==> src/rtl/dct_transpose_ctrl.sv <==
// dct_transpose_ctrl: FILL/DRAIN sequencer for the 8x8 transpose memory between the row and column DCT passes.
// Optional DCT_TRANSPOSE_CTRL_OUTREG_EN inserts a one-entry registered stage on the column output.
module dct_transpose_ctrl #(
  parameter int unsigned CW        = 12,
  parameter int unsigned N         = 8,
  parameter int unsigned BLK_CNT_W = 16
) (
  input  logic                 clk,
  input  logic                 rst,
  input  logic                 in_valid,
  output logic                 in_ready,
  input  logic [N*CW-1:0]      in_data,
  output logic                 tp_wr,
  output logic                 tp_rd,
  output logic [N*CW-1:0]      tp_in,
  input  logic [N*CW-1:0]      tp_ut,
  output logic                 out_valid,
  input  logic                 out_ready,
  output logic [N*CW-1:0]      out_data,
  output logic                 block_done,
  output logic [BLK_CNT_W-1:0] blk_cnt,
  output logic                 busy
);
  localparam int unsigned DW = N * CW;
  localparam int unsigned IW = (N > 1) ? $clog2(N) : 1;
  localparam logic [IW-1:0] LAST = IW'(N - 1);

  typedef enum logic {
    FILL  = 1'b0,
    DRAIN = 1'b1
  } state_e;

  state_e               state_q, state_d;
  logic [IW-1:0]        row_cnt_q, row_cnt_d;
  logic [IW-1:0]        col_cnt_q, col_cnt_d;
  logic [BLK_CNT_W-1:0] blk_cnt_q, blk_cnt_d;
  logic                 block_done_q, block_done_d;
  logic                 blk_last;

  assign in_ready = (state_q == FILL);
  assign tp_wr    = in_valid & in_ready;
  assign tp_in    = in_data;

`ifdef DCT_TRANSPOSE_CTRL_OUTREG_EN
  logic          ov_q, ov_d;
  logic [DW-1:0] od_q, od_d;
  logic          olast_q, olast_d;

  // Load whenever the register is empty or is being emptied this cycle.
  assign tp_rd     = (state_q == DRAIN) & (~ov_q | out_ready);
  assign out_valid = ov_q;
  assign out_data  = od_q;
  assign blk_last  = ov_q & out_ready & olast_q;
`else
  assign out_valid = (state_q == DRAIN);
  assign tp_rd     = out_valid & out_ready;
  assign out_data  = tp_ut;
  assign blk_last  = tp_rd & (col_cnt_q == LAST);
`endif

  assign block_done = block_done_q;
  assign blk_cnt    = blk_cnt_q;
  assign busy       = (state_q != FILL) | (row_cnt_q != '0);

  always_comb begin
    state_d      = state_q;
    row_cnt_d    = row_cnt_q;
    col_cnt_d    = col_cnt_q;
    blk_cnt_d    = blk_cnt_q;
    block_done_d = 1'b0;
`ifdef DCT_TRANSPOSE_CTRL_OUTREG_EN
    ov_d         = ov_q;
    od_d         = od_q;
    olast_d      = olast_q;
    if (tp_rd) begin
      ov_d    = 1'b1;
      od_d    = tp_ut;
      olast_d = (col_cnt_q == LAST);
    end else if (ov_q & out_ready) begin
      ov_d    = 1'b0;
      olast_d = 1'b0;
    end
`endif
    case (state_q)
      FILL: begin
        if (tp_wr) begin
          if (row_cnt_q == LAST) begin
            row_cnt_d = '0;
            col_cnt_d = '0;
            state_d   = DRAIN;
          end else begin
            row_cnt_d = row_cnt_q + IW'(1);
          end
        end
      end
      DRAIN: begin
        if (tp_rd) begin
          if (col_cnt_q == LAST) begin
            col_cnt_d = '0;
            state_d   = FILL;
          end else begin
            col_cnt_d = col_cnt_q + IW'(1);
          end
        end
      end
    endcase
    // Completion is counted when the last column leaves the block.
    if (blk_last) begin
      block_done_d = 1'b1;
      blk_cnt_d    = blk_cnt_q + BLK_CNT_W'(1);
    end
  end

  always_ff @(posedge clk) begin
    if (rst) begin
      state_q      <= FILL;
      row_cnt_q    <= '0;
      col_cnt_q    <= '0;
      blk_cnt_q    <= '0;
      block_done_q <= 1'b0;
`ifdef DCT_TRANSPOSE_CTRL_OUTREG_EN
      ov_q         <= 1'b0;
      od_q         <= '0;
      olast_q      <= 1'b0;
`endif
    end else begin
      state_q      <= state_d;
      row_cnt_q    <= row_cnt_d;
      col_cnt_q    <= col_cnt_d;
      blk_cnt_q    <= blk_cnt_d;
      block_done_q <= block_done_d;
`ifdef DCT_TRANSPOSE_CTRL_OUTREG_EN
      ov_q         <= ov_d;
      od_q         <= od_d;
      olast_q      <= olast_d;
`endif
    end
  end

endmodule

==> config.mk <==
export PLATFORM = sky130hd
export DESIGN_NAME = dct_transpose_ctrl
export DESIGN_NICKNAME = d
export VERILOG_FILES = /design/src/rtl/dct_transpose_ctrl.sv
export SDC_FILE = /design/constraint.sdc
export NUM_CORES = 1
export LEC_CHECK = 0
export CORE_AREA = 2 2 158 160
export DETAILED_ROUTE_END_ITERATION = 12
export DIE_AREA = 0 0 160 162
export GPL_ROUTABILITY_DRIVEN = 0
export PLACE_DENSITY_LB_ADDON = 0.15
export SYNTH_ARGS = -nofsm -noshare
export SYNTH_HDL_FRONTEND = slang
export SYNTH_SLANG_ARGS = --single-unit
==> constraint.sdc <==
create_clock -name clk -period 2.1 [get_ports clk]
set_input_delay 0.42 -clock clk [delete_from_list [all_inputs] [get_ports clk]]
set_output_delay 0.42 -clock clk [all_outputs]
set_load 0.05 [all_outputs]
# Word-level counts from Yosys, hierarchy flattened
# Index checks and enable logic that the tools add are counted.
# word_totals
ff_bits,24
in_bits,196
out_inout_bits,214
elab_cells,33
# op_classes
n_addsub,3
n_eq_ne,5
mux,12
n_bitwise,5
n_reduce_logical,3
# op_table
op,n
$add A16 B1 Y16 const B,1
$mux W3,5
$add A3 B1 Y3 const B,2
$eq A3 B3 Y1 const B,2
$pmux W3 S2,1
$mux W1,5
$ne A2 B1 Y1 const B,2
$and A1 B1 Y1,3
$reduce_and A3 Y1,1
$reduce_bool A3 Y1,1
$ne A2 B2 Y1 const B,1
$pmux W1 S2,1
$reduce_and A2 Y1,1
$not A1 Y1,1
$or A1 B1 Y1,1

# Depth between registers and ports, before layout
# logic_depth
word_depth,4
depth_mapped,6
depth_no_buf,6

# Worst setup path after synthesis
# OpenSTA, ideal clock, no wires.
# synth_timing
kind,register to register
start,"reg state_q, in the netlist out_valid"
end,"reg blk_cnt_q[13], in the netlist blk_cnt[13]"
setup_time_ns,0.070
t_arrival_ns,2.020
t_required_ns,2.030
path_slack_ns,0.011
stages_incl_launch_ff,6
path_buffers,1
period_less_slack_ns,2.089
cell_sequence,dfxtp_1 buf_4 nand4_1 nor4_1 or3b_2 a21oi_1
# synth_between
elab_chain_cells,2
# synth_lines
element,line_no,source
from (decl),33,"state_e state_q, state_d;"
from (signal assigned),127,state_q <= state_d;
$and A1 B1 Y1,56,assign tp_rd = out_valid & out_ready;
$and A1 B1 Y1,58,assign blk_last = tp_rd & (col_cnt_q == LAST);
to (signal assigned),130,blk_cnt_q <= blk_cnt_d;
to (decl),36,"logic [BLK_CNT_W-1:0] blk_cnt_q, blk_cnt_d;"
# No other way between the ends.
# A chain may end at the register's enable or synchronous reset.

# Worst setup path in the final report
# layout_timing
start,"reg state_q, in the netlist out_valid"
end,out in_ready
# layout_between
elab_chain_cells,1
# layout_lines
element,line_no,source
$not A1 Y1 (no line),--,
to (decl),11,"output logic in_ready,"
# No other way between the ends.

==> impl_metrics.toml <==
[clocking]
cts.sinks = 24
clockRootBuffer = "clkbuf_16"
cts_tree = "built"
clk_pin_slew_worst_paths_ps = 70
cts_buffer_depth = 2
cts_made_buffers = 3
insertion_delay_ps = 260
h-tree-depth = 1
cts_setup_buffers = 0
holdBufCountCts = 0
post_cts_resized = 0

[pwr]
power.switching_uw = 219.6
power_density_nw_per_um2 = 514.2
peakVddDrop_mv = 0.2199
clockPowerShare_pct = 48.1
leakage_uw = 0.0006208
combPwrFrac_pct = 5.5
switching_share_pct = 22.16
pwr-share-seq_pct = 46.4
p_int_uw = 771.3

[worst_setup_path]
crit_fanout = 7
crit_path_start_kind = "register"
max_stage_delay_ps = 810
arrival_ps = 1550
path_buf_inv = 2
crit_cells = 2
crit_slowest_cell = "clkdlybuf4s50_1"
cp_cell_sequence = "inv_1 -> clkdlybuf4s50_1"
r2r_cells = 6
cp_top_family = "buffers and inverters"
cp.required_ps = 1680
end_kind = "output pin"
path_class = "reg -> out"

[global_route]
grt_max_degree = 25
grt_pass1_vias = 1328
grt_usage_pct = 5.084
antenna_found_initial = 0
grt_pass1_wl_mm = 9.729
overflow = 0

[drt]
avgRoutedWirePerCell_microns = 14.51
via_per_inst = 2.527
dr_total_vias = 1238
drt_iter0_drc = 26
wirelength_mm = 7.111
drc = 0
route.antenna.remaining_nets = 0
drt_first_pass_iters = 3

[timing]
finalSetupViolations = 0
rsz0062_at_grt = "no"
hold_viol = 0
tightest_slew_ps = 527.0
fmax_ghz = 0.5082
min_period_over_period_pct = 93.70
drv_slew = 0
fin_skew_ps = 6.446
max_slew_margin_pct = 64.76
period_minus_slack_ps = 1968

[layout]
mostFrequentLayoutCell = "buf_4"
final_cells = 490
postLayoutCoreUtil_pct = 7.993
fillers = 2891
final_area_sq_um = 1927
n_antenna_cell = 0
final_nets = 369
synthToLayoutAreaGrowth_pct = -24.77
layout_common_cells = "buf_4 (26), dfxtp_1 (24), nor2_1 (21)"
drive_gt1_share_pct = 22.89

[logic_synthesis]
yosysTopAreaCellShare_pct = 56.57
netlist_area_sq_um = 2561
yosysTopAreaCell = "buf_4"
syn_inst = 321
synth_cell_types = 31
syn_nets = 523
synth_seq_area_share_pct = 18.76
ys_ff_latch = 24
syn_avg_cell_area_sq_um = 7.979
synth.area.top_cells = "buf_4 (57%), dfxtp_1 (19%), nor2_1 (3.1%)"
yosysWarnings = 0

[die]
ioPinCount = 410
rows = 57
die_area_sq_um = 25920
start_util_pct = 10.62
die_h_microns = 162
core_sq_um = 24110
fp.dieW_microns = 160

[run_status]
status = "finished, final reports clean"

[place]
dpl_cell_area_sq_um = 1832
dpl.cell_count = 486
dp_hpwl_mm = 5.952
io_buffer_count = 25

[hold_path]
hold_path.class = "reg -> reg"
whs_path_depth = 2

[run]
maxCapViolations = 0
==> metal layers <==
metal	share of wire [%]	GRT usage (%)	up-vias
li1	-	-	526
met1	31	4.441	535
met2	47	8.501	121
met3	16	3.652	56
met4	5.9	3.071	0
met5	0	0	-
==> tightest hold or removal path, cell delays in order (launching register included) <==
cell,delay [ps]
dfxtp_1,310
nand2_1,50
a21oi_1,50
==> power groups by stage <==
stage / logic, uW / clock network (uW) / registers (uW)
final: 54.8 / 476 / 460
after global routing: 61.0 / 516 / 460
after CTS: 56.6 / 499 / 460
after detailed placement: 56.1 / 0 / 470
after global placement: 56.4 / 0 / 470
after floorplan: 1020 / 0 / 470
==> area by class of cell <==
type	count	area [sq um]	area share [%]
inverters	6	22.52	1.169
multi-input cells	95	604.3	31.36
clock buffers	4	88.84	4.610
repair buffers	37	325.3	16.88
well taps	324	405.4	21.04
flip-flops and latches	24	480.5	24.94
==> state kept, by name, summed over array words and instances (netlist names) <==
register    cells
block_done      1
blk_cnt        16
col_cnt_q       3
row_cnt_q       3
out_valid       1
==> Yosys cell counts <==
library cell,instances
nor2b_1,1
or3_4,1
or4_1,1
ha_1,6
a22oi_1,1
or3_2,1
or3b_2,1
o41ai_1,2
and4_1,1
clkbuf_1,3
or4_2,1
mux2i_1,2
nand4_4,1
nor3_1,2
nand4_1,4
nand4b_1,1
nand2_1,11
nor4_1,3
nor4b_1,1
o31ai_1,2
o21ai_0,2
nand3_1,6
buf_4,193
a21oi_1,12
or3_1,1
and2_1,1
xnor2_1,5
nor2_1,21
dfxtp_1,24
inv_1,6
xor2_1,4
==> stage by stage <==
stage	worst slack [ps]	hold slack (ps)	setup TNS, ps	power (uW)
after global routing	24.41	490.8	0	1037
after CTS	105.0	464.2	0	1015
final	132.3	459.5	0	990.9
after global placement	-137.9	450.9	-208.1	526.9
after floorplan	10.58	435.6	0	1485
after detailed placement	-115.3	454.5	-162.4	526.5
==> worst paths after layout <==
| kind | from | end | slack (ps) |
|---|---|---|---|
| max reg2reg | col_cnt_q[0] | blk_cnt[8] | 180 |
| min | col_cnt_q[2] | col_cnt_q[2] | 460 |
| min reg2reg | col_cnt_q[2] | col_cnt_q[2] | 460 |
| max | out_valid | in_ready | 130 |
==> cells by family after synthesis <==
family	synth area share, %
compound gates	4.299
xor+xnor	3.077
fa+ha+maj	2.931
buf+inv	57.89
flops	18.76
mux	0.7817
simple gates	12.26
Power figures use the tool's default switching activity.
